--- src/rtl/aes_pkg.sv ---
// rtl/aes_pkg.sv - shared types, sizes and reference vectors for the serial AES host
package aes_pkg;

    localparam int BLOCK_BITS = 128;
    localparam int KEY_BITS   = 128;
    localparam int SEND_BITS  = 256;

    localparam logic [127:0] FIPS_PT  = 128'h00112233445566778899aabbccddeeff;
    localparam logic [127:0] FIPS_KEY = 128'h000102030405060708090a0b0c0d0e0f;
    localparam logic [127:0] FIPS_CT  = 128'h69c4e0d86a7b0430d8cdb78070b4c55a;

    typedef enum logic [2:0] {
        ST_IDLE,
        ST_SEND,
        ST_WAIT,
        ST_RECV,
        ST_DONE
    } state_e;

    // Bit counter step that holds at the phase limit instead of wrapping.
    function automatic logic [8:0] sat_inc(input logic [8:0] v, input logic [8:0] lim);
        return (v >= lim) ? lim : v + 9'd1;
    endfunction

endpackage

--- src/rtl/aes_serial_host_if.sv ---
// rtl/aes_serial_host_if.sv - request/response handshake and serial link bundle
interface aes_serial_host_if;
    import aes_pkg::*;

    logic                  in_valid;
    logic                  in_ready;
    logic [BLOCK_BITS-1:0] plaintext;
    logic [KEY_BITS-1:0]   key;
    logic                  out_valid;
    logic                  out_ready;
    logic [BLOCK_BITS-1:0] ciphertext;
    logic                  cs;
    logic                  miso;
    logic                  mosi;
    logic                  busy;

    modport slave (
        input  in_valid, plaintext, key, out_ready, mosi,
        output in_ready, out_valid, ciphertext, cs, miso, busy
    );

    modport master (
        output in_valid, plaintext, key, out_ready, mosi,
        input  in_ready, out_valid, ciphertext, cs, miso, busy
    );

endinterface

--- src/rtl/aes_piso_sipo.sv ---
// rtl/aes_piso_sipo.sv - shift register with parallel load, right shift and indexed bit capture
module aes_piso_sipo
    import aes_pkg::*;
#(
    parameter int WIDTH = BLOCK_BITS
) (
    input  logic                     clk,
    input  logic                     rst,
    input  logic                     i_load,
    input  logic [WIDTH-1:0]         i_data,
    input  logic                     i_shift,
    input  logic                     i_sin,
    input  logic                     i_capture,
    input  logic [$clog2(WIDTH)-1:0] i_idx,
    output logic [WIDTH-1:0]         o_q
);

    logic [WIDTH-1:0] r_q;

    always_ff @(posedge clk) begin
        if (rst) begin
            r_q <= '0;
        end else if (i_load) begin
            r_q <= i_data;
        end else if (i_shift) begin
            r_q <= {i_sin, r_q[WIDTH-1:1]};
        end else if (i_capture) begin
            r_q[i_idx] <= i_sin;
        end
    end

    assign o_q = r_q;

endmodule

--- src/rtl/aes_serial_host.sv ---
// rtl/aes_serial_host.sv - serial host framing plaintext/key out and ciphertext back from an Encrypt core
module aes_serial_host
    import aes_pkg::*;
#(
    parameter int WAIT_CYCLES = 0
) (
    input  logic             clk,
    input  logic             rst,
    aes_serial_host_if.slave bus
);

    localparam logic [8:0] SEND_LAST = 9'(SEND_BITS - 1);
    localparam logic [8:0] RECV_LAST = 9'(BLOCK_BITS - 1);
    localparam logic [8:0] WAIT_LAST = 9'((WAIT_CYCLES > 0) ? WAIT_CYCLES - 1 : 0);

    state_e               r_state;
    logic [8:0]           r_cnt;
    logic [SEND_BITS-1:0] r_tx;
    logic                 r_in_ready;
    logic                 r_out_valid;
    logic                 r_cs;
    logic                 r_busy;
    logic                 w_capture;

    assign w_capture = (r_state == ST_RECV);

    // Ciphertext register: bit j is written only at the edge ending receive cycle j.
    aes_piso_sipo #(.WIDTH(BLOCK_BITS)) u_rx (
        .clk       (clk),
        .rst       (rst),
        .i_load    (1'b0),
        .i_data    ('0),
        .i_shift   (1'b0),
        .i_sin     (bus.mosi),
        .i_capture (w_capture),
        .i_idx     (r_cnt[6:0]),
        .o_q       (bus.ciphertext)
    );

    // The transmit register drains to zero after bit 255, so miso idles low outside SEND.
    always_ff @(posedge clk) begin
        if (rst) begin
            r_state     <= ST_IDLE;
            r_cnt       <= '0;
            r_tx        <= '0;
            r_in_ready  <= 1'b1;
            r_out_valid <= 1'b0;
            r_cs        <= 1'b1;
            r_busy      <= 1'b0;
        end else begin
            case (r_state)
                ST_IDLE: begin
                    if (bus.in_valid && r_in_ready) begin
                        r_tx       <= {bus.key, bus.plaintext};
                        r_cnt      <= '0;
                        r_state    <= ST_SEND;
                        r_in_ready <= 1'b0;
                        r_cs       <= 1'b0;
                        r_busy     <= 1'b1;
                    end
                end
                ST_SEND: begin
                    r_tx <= {1'b0, r_tx[SEND_BITS-1:1]};
                    if (r_cnt == SEND_LAST) begin
                        r_cnt   <= '0;
                        r_state <= (WAIT_CYCLES > 0) ? ST_WAIT : ST_RECV;
                    end else begin
                        r_cnt <= sat_inc(r_cnt, SEND_LAST);
                    end
                end
                ST_WAIT: begin
                    if (r_cnt == WAIT_LAST) begin
                        r_cnt   <= '0;
                        r_state <= ST_RECV;
                    end else begin
                        r_cnt <= sat_inc(r_cnt, WAIT_LAST);
                    end
                end
                ST_RECV: begin
                    if (r_cnt == RECV_LAST) begin
                        r_cnt       <= '0;
                        r_state     <= ST_DONE;
                        r_cs        <= 1'b1;
                        r_out_valid <= 1'b1;
                    end else begin
                        r_cnt <= sat_inc(r_cnt, RECV_LAST);
                    end
                end
                ST_DONE: begin
                    if (bus.out_ready) begin
                        r_state     <= ST_IDLE;
                        r_out_valid <= 1'b0;
                        r_in_ready  <= 1'b1;
                        r_busy      <= 1'b0;
                    end
                end
                default: r_state <= ST_IDLE;
            endcase
        end
    end

    assign bus.in_ready  = r_in_ready;
    assign bus.out_valid = r_out_valid;
    assign bus.cs        = r_cs;
    assign bus.miso      = r_tx[0];
    assign bus.busy      = r_busy;

endmodule

--- src/flat_wrapper.sv ---
// flat-port wrapper written by rule: the top's interface ports become plain ports
module aes_serial_host_flat import aes_pkg::*;
#(
    parameter int WAIT_CYCLES = 0
)
  (clk, rst, bus_in_valid, bus_plaintext, bus_key, bus_out_ready, bus_mosi, bus_in_ready, bus_out_valid, bus_ciphertext, bus_cs, bus_miso, bus_busy);
  aes_serial_host_if bus_i ();
  input  logic clk;
  input  logic rst;
  input wire logic [$bits(bus_i.in_valid)-1:0] bus_in_valid;
  input wire logic [$bits(bus_i.plaintext)-1:0] bus_plaintext;
  input wire logic [$bits(bus_i.key)-1:0] bus_key;
  input wire logic [$bits(bus_i.out_ready)-1:0] bus_out_ready;
  input wire logic [$bits(bus_i.mosi)-1:0] bus_mosi;
  output wire logic [$bits(bus_i.in_ready)-1:0] bus_in_ready;
  output wire logic [$bits(bus_i.out_valid)-1:0] bus_out_valid;
  output wire logic [$bits(bus_i.ciphertext)-1:0] bus_ciphertext;
  output wire logic [$bits(bus_i.cs)-1:0] bus_cs;
  output wire logic [$bits(bus_i.miso)-1:0] bus_miso;
  output wire logic [$bits(bus_i.busy)-1:0] bus_busy;
  assign bus_i.in_valid = bus_in_valid;
  assign bus_i.plaintext = bus_plaintext;
  assign bus_i.key = bus_key;
  assign bus_i.out_ready = bus_out_ready;
  assign bus_i.mosi = bus_mosi;
  assign bus_in_ready = bus_i.in_ready;
  assign bus_out_valid = bus_i.out_valid;
  assign bus_ciphertext = bus_i.ciphertext;
  assign bus_cs = bus_i.cs;
  assign bus_miso = bus_i.miso;
  assign bus_busy = bus_i.busy;
  aes_serial_host #(.WAIT_CYCLES(WAIT_CYCLES)) u_core (.clk(clk), .rst(rst), .bus(bus_i));
endmodule
--- config.mk ---
export PLATFORM = sky130hd
export DESIGN_NAME = aes_serial_host_flat
export DESIGN_NICKNAME = d
export VERILOG_FILES = /design/src/rtl/aes_pkg.sv /design/src/rtl/aes_serial_host_if.sv /design/src/rtl/aes_piso_sipo.sv /design/src/rtl/aes_serial_host.sv /design/src/flat_wrapper.sv
export SDC_FILE = /design/constraint.sdc
export NUM_CORES = 1
export LEC_CHECK = 0
export BUFFER_PORTS_ARGS = -buffer_cell sky130_fd_sc_hd__buf_2
export CORE_MARGIN = 4
export CORE_UTILIZATION = 56
export CTS_BUF_LIST = sky130_fd_sc_hd__clkbuf_4
export DETAILED_ROUTE_END_ITERATION = 10
export GPL_TIMING_DRIVEN = 0
export PLACE_DENSITY = 0.92
export SLEW_MARGIN = 20
export SYNTH_ARGS = -nofsm -noshare
export SYNTH_HDL_FRONTEND = slang
export SYNTH_SLANG_ARGS = --single-unit
--- constraint.sdc ---
create_clock -name clk -period 2.4 [get_ports clk]
set_input_delay 0.12 -clock clk [delete_from_list [all_inputs] [get_ports clk]]
set_output_delay 0.12 -clock clk [all_outputs]
set_load 0.005 [all_outputs]
==> results.txt <==
----------------------------------------------------
[Clock tree]
  H-tree levels ... 3
  Clock tree sinks ... 400
  Clock root cell ... sky130_fd_sc_hd__clkbuf_4
  CTS tree ... yes
  Number of clock buffers inserted by TritonCTS ... between 100 and 150
  Clock Pin Slew Worst Setup and Hold Paths ... 0.11 ns
  Clock tree buffer depth ... 3
  Clock Latency Late Sink ... 0.88 ns

[Power]
  Comb pwr share ... 23.9%
  Switching fraction of total power ... 35.3%
  PD cells ... 784 mW/mm^2
  Sw Pwr ... 0.00673 W
  Leakage power of the design ... around 10 nW
  Power share of the sequential group ... 43.0%
  Max IR drop VDD ... 487 uV
  Int Pwr ... between 0.01 and 0.015 W
  Part of the power in the clock network ... 33.1%

[STA]
  Count of final hold-check violations ... 0
  Total of endpoints with negative setup slack in the final report ... 1
  Post-layout minimum cycle time ... between 2 and 2.5 ns
  Worst slew slack as a fraction of its limit ... 38.5%
  Slew @ Worst Pin ... 0.922 ns
  PnR worst setup slack ... -0.0651 ns
  Final max-slew violation count ... 0
  Maximum frequency from static timing analysis ... a little over 0.4 GHz
  Period utilisation layout ... 103%
  Sum of negative setup slack ... -0.0651 ns
  Final setup skew ... 0.109 ns
  Worst Hold Slack ... 0.117 ns

[Yosys]
  Post-synthesis instance total ... 1927
  Number of enable-type register cells in the synthesized netlist ... 0
  Cell area after technology mapping ... 0.0179 sq mm
  Synthesized netlist net count ... between 2000 and 2500
  Mean Syn Cell Area ... 9.28 sq um
  Sequential-to-total area share from yosys stat ... 44.8%
  Yosys warning total ... 0
  Post-synth top flop ... sky130_fd_sc_hd__dfxtp_1
  Synth async-reset ratio ... 0%
  Synth Register Bits ... 400
  Netlist cell types ... 50

[Route]
  Number of nets still failing antenna checks after routing ... 0
  Count of routing violations after the opening detailed-route iteration ... 3334
  Vias ... ~21000
  WL final ... 81900 um
  DRC violations left ... 0
  Final routed wire length divided by cell count ... approximately 26 um
  Detailed-routing iteration count for the pre-antenna-repair pass ... 9
  Mean number of vias per cell ... around 6.7

[Worst setup path]
  Slowest stage delay, CP ... 0.58 ns
  Signal arrival time at the worst endpoint ... 3.16 ns
  Critical path capture point type ... flop
  Largest fanout on the critical path ... 10
  Most frequent cell on the critical path ... sky130_fd_sc_hd__buf_2
  Type of the worst setup path ... flop to flop
  Worst-path cell with the longest stage delay ... sky130_fd_sc_hd__a211oi_1
  Kind of cell with the highest combined delay on the critical path ... buffers and inverters
  Combined buffer and inverter count along the critical path ... 4
  Critical Path Start Type ... flop
  List of cells traversed by the critical path ... buf_2, or3b_1, buf_4, clkbuf_1, buf_2, a211oi_1
  Worst EP required ... 3.09 ns

[Global route]
  Vias in the first global route ... 21600
  Global-route wire length before repair ... about 120000 um
  Aggregate global-route resource usage ... between 40% and 50%
  Overflow left after global routing ... 0
  Pin count of the biggest net entering global routing ... 15
  Antenna violations before repair ... 16

[Floorplanning]
  Placeable core area ... 0.0316 sq mm
  Die X-Extent ... 187 um
  Initial core utilization ... 56.7%
  Number of top-level design ports ... 394
  DIE AREA ... approximately 0.035 sq mm
  Cell row count ... 65
  Die Ht ... 187 um

[Run status]
  Run status ... finished, violations left
  Violations in the final reports ... negative setup slack

[Final layout]
  Most frequent standard cell in the layout excluding fill and tap cells ... sky130_fd_sc_hd__buf_2
  Proportion of layout cells with a drive suffix above 1 ... 25.5%
  Highest-count cells in the layout ignoring fill and taps ... sky130_fd_sc_hd__buf_2, sky130_fd_sc_hd__dfxtp_1, sky130_fd_sc_hd__nor2_1
  Final #Nets ... 2949
  Total non-filler cell area in the finished layout ... 0.0243 sq mm
  Final standard cell count with taps included and fillers excluded ... about 3200
  Area growth from synthesis to layout ... 36.1%
  Final Util ... about 77%

[Run]
  # Max-Cap Violations ... 0

[Placement]
  Placed instance count ... 2720
  Standard cell area after detailed placement ... 0.0203 sq mm
  Half-perimeter wire length of the detailed placement result ... 40200 um
  Routability congestion estimate from global placement ... about 0.94
  PortBufs ... 391

[Worst hold path]
  Worst hold path class ... primary input to flop

----------------------------------------------------
layer usage:
metal	routed length, um	global-route usage (%)
met5	64	0
met4	9110	37.3
met3	11700	17.7
met2	35100	68.4
met1	26000	47.6
worst min-delay path: stages:
cell	delay (ns)
sky130_fd_sc_hd__clkbuf_1	0.26
sky130_fd_sc_hd__clkbuf_1	0.30
sky130_fd_sc_hd__nand3_1	0.12
sky130_fd_sc_hd__a21oi_1	0.06
power by group through the flow:
stage / sequential (W) / combinational, W / clock, W
6_report: 0.00820 / 0.00456 / 0.00632
5_1_grt: 0.00818 / 0.00476 / 0.00656
4_1_cts: 0.00791 / 0.00390 / 0.00589
3_3_place_gp: 0.00799 / 0.00333 / 0
3_5_place_dp: 0.00805 / 0.00349 / 0
2_1_floorplan: 0.00793 / 0.00269 / 0
stage by stage:
step	setup WS (ns)	power [W]
2_1_floorplan	0.228	0.0106
4_1_cts	0.0447	0.0177
3_5_place_dp	-0.102	0.0115
6_report	-0.0651	0.0191
3_3_place_gp	-0.0722	0.0113
5_1_grt	-0.229	0.0195
synth_stat cells (2+ instances only):
| library cell | instances | area, sq um |
|---|---|---|
| sky130_fd_sc_hd__nor3_2 | 7 | 70.1 |
| sky130_fd_sc_hd__buf_6 | 4 | 45.0 |
| sky130_fd_sc_hd__buf_2 | 54 | 270 |
| sky130_fd_sc_hd__nor2b_1 | 4 | 25.0 |
| sky130_fd_sc_hd__clkbuf_1 | 92 | 345 |
| sky130_fd_sc_hd__and2_1 | 5 | 31.3 |
| sky130_fd_sc_hd__a31oi_1 | 14 | 87.6 |
| sky130_fd_sc_hd__o21ai_0 | 85 | 425 |
| sky130_fd_sc_hd__buf_1 | 4 | 15.0 |
| sky130_fd_sc_hd__a211oi_1 | 216 | 1620 |
| sky130_fd_sc_hd__and3_1 | 8 | 50.1 |
| sky130_fd_sc_hd__nor3_1 | 6 | 30.0 |
| sky130_fd_sc_hd__nand2_1 | 57 | 214 |
| sky130_fd_sc_hd__inv_1 | 7 | 26.3 |
| sky130_fd_sc_hd__mux2i_1 | 262 | 2620 |
| sky130_fd_sc_hd__a21oi_1 | 136 | 681 |
| sky130_fd_sc_hd__buf_4 | 4 | 30.0 |
| sky130_fd_sc_hd__nand3_1 | 131 | 656 |
| sky130_fd_sc_hd__nor4_2 | 2 | 25.0 |
| sky130_fd_sc_hd__nand2b_1 | 3 | 18.8 |
| sky130_fd_sc_hd__o21ai_1 | 45 | 225 |
| sky130_fd_sc_hd__a211oi_2 | 40 | 500 |
| sky130_fd_sc_hd__a21o_1 | 3 | 22.5 |
| sky130_fd_sc_hd__buf_8 | 3 | 45.0 |
| sky130_fd_sc_hd__buf_12 | 23 | 460 |
| sky130_fd_sc_hd__nand4_1 | 2 | 12.5 |
| sky130_fd_sc_hd__nor4_4 | 2 | 42.5 |
| sky130_fd_sc_hd__clkbuf_2 | 3 | 15.0 |
| sky130_fd_sc_hd__nor2_1 | 282 | 1060 |
| sky130_fd_sc_hd__ha_1 | 3 | 37.5 |
| sky130_fd_sc_hd__xnor2_1 | 2 | 17.5 |
| sky130_fd_sc_hd__dfxtp_1 | 400 | 8010 |
worst paths after layout:
path / startpoint / to / slack, ns / depth (start not counted)
setup / recovery: u_core.r_state[1] / u_core.r_tx[141] / -0.07 / 6
hold / removal: bus_mosi / u_core.u_rx.o_q[43] / 0.12 / 4
hold reg to reg: u_core.u_rx.o_q[16] / u_core.u_rx.o_q[16] / 0.46 / 2
setup reg to reg: u_core.r_state[1] / u_core.r_tx[141] / -0.07 / 6
cell families (layout without fill, tap and decap cells):
logic type,after synthesis,count (layout),synth area share [%]
compound gates,545,545,20.2
xor+xnor,3,3,0.147
fa+ha+maj,3,3,0.210
buf+inv,195,1029,7.02
flops,400,400,44.8
mux,262,262,14.7
other cells,0,13,0
simple gates,519,519,13.0
flip-flops by register name, indices dropped and copies added, names as in the netlist:
| name | flops |
|---|---|
| u_core.bus.busy | 1 |
| u_core.bus.out_valid | 1 |
| u_core.bus.in_ready | 1 |
| u_core.bus.cs | 1 |
| u_core.u_rx.o_q | 128 |
| u_core.r_state | 3 |
| u_core.r_cnt | 9 |
| u_core.r_tx | 256 |
cell type report:
type                            count  area [sq um]
Tap cell                          402           503
Inverter                            8          30.0
Sequential cell                   400          8010
Timing Repair Buffer              653          4570
Multi-Input combinational cell   1332          8680
Antenna cell                       13          32.5
Clock buffer                      144          1080
Clock inverter                     37           205
Fill cell                        1728          7210
Buffer                            187          1230
repair_timing:
action                                 in CTS  in global routing
setup endpoints to repair                   1                  9
endpoints found under the hold margin     270                  0
hold buffers                              259                  0
setup buffers                               0                  3
cloned                                      0                  0
gates resized for setup                     1                 14
pin swaps                                   1                  1
Note: power is estimated with default switching activity, not from simulation.
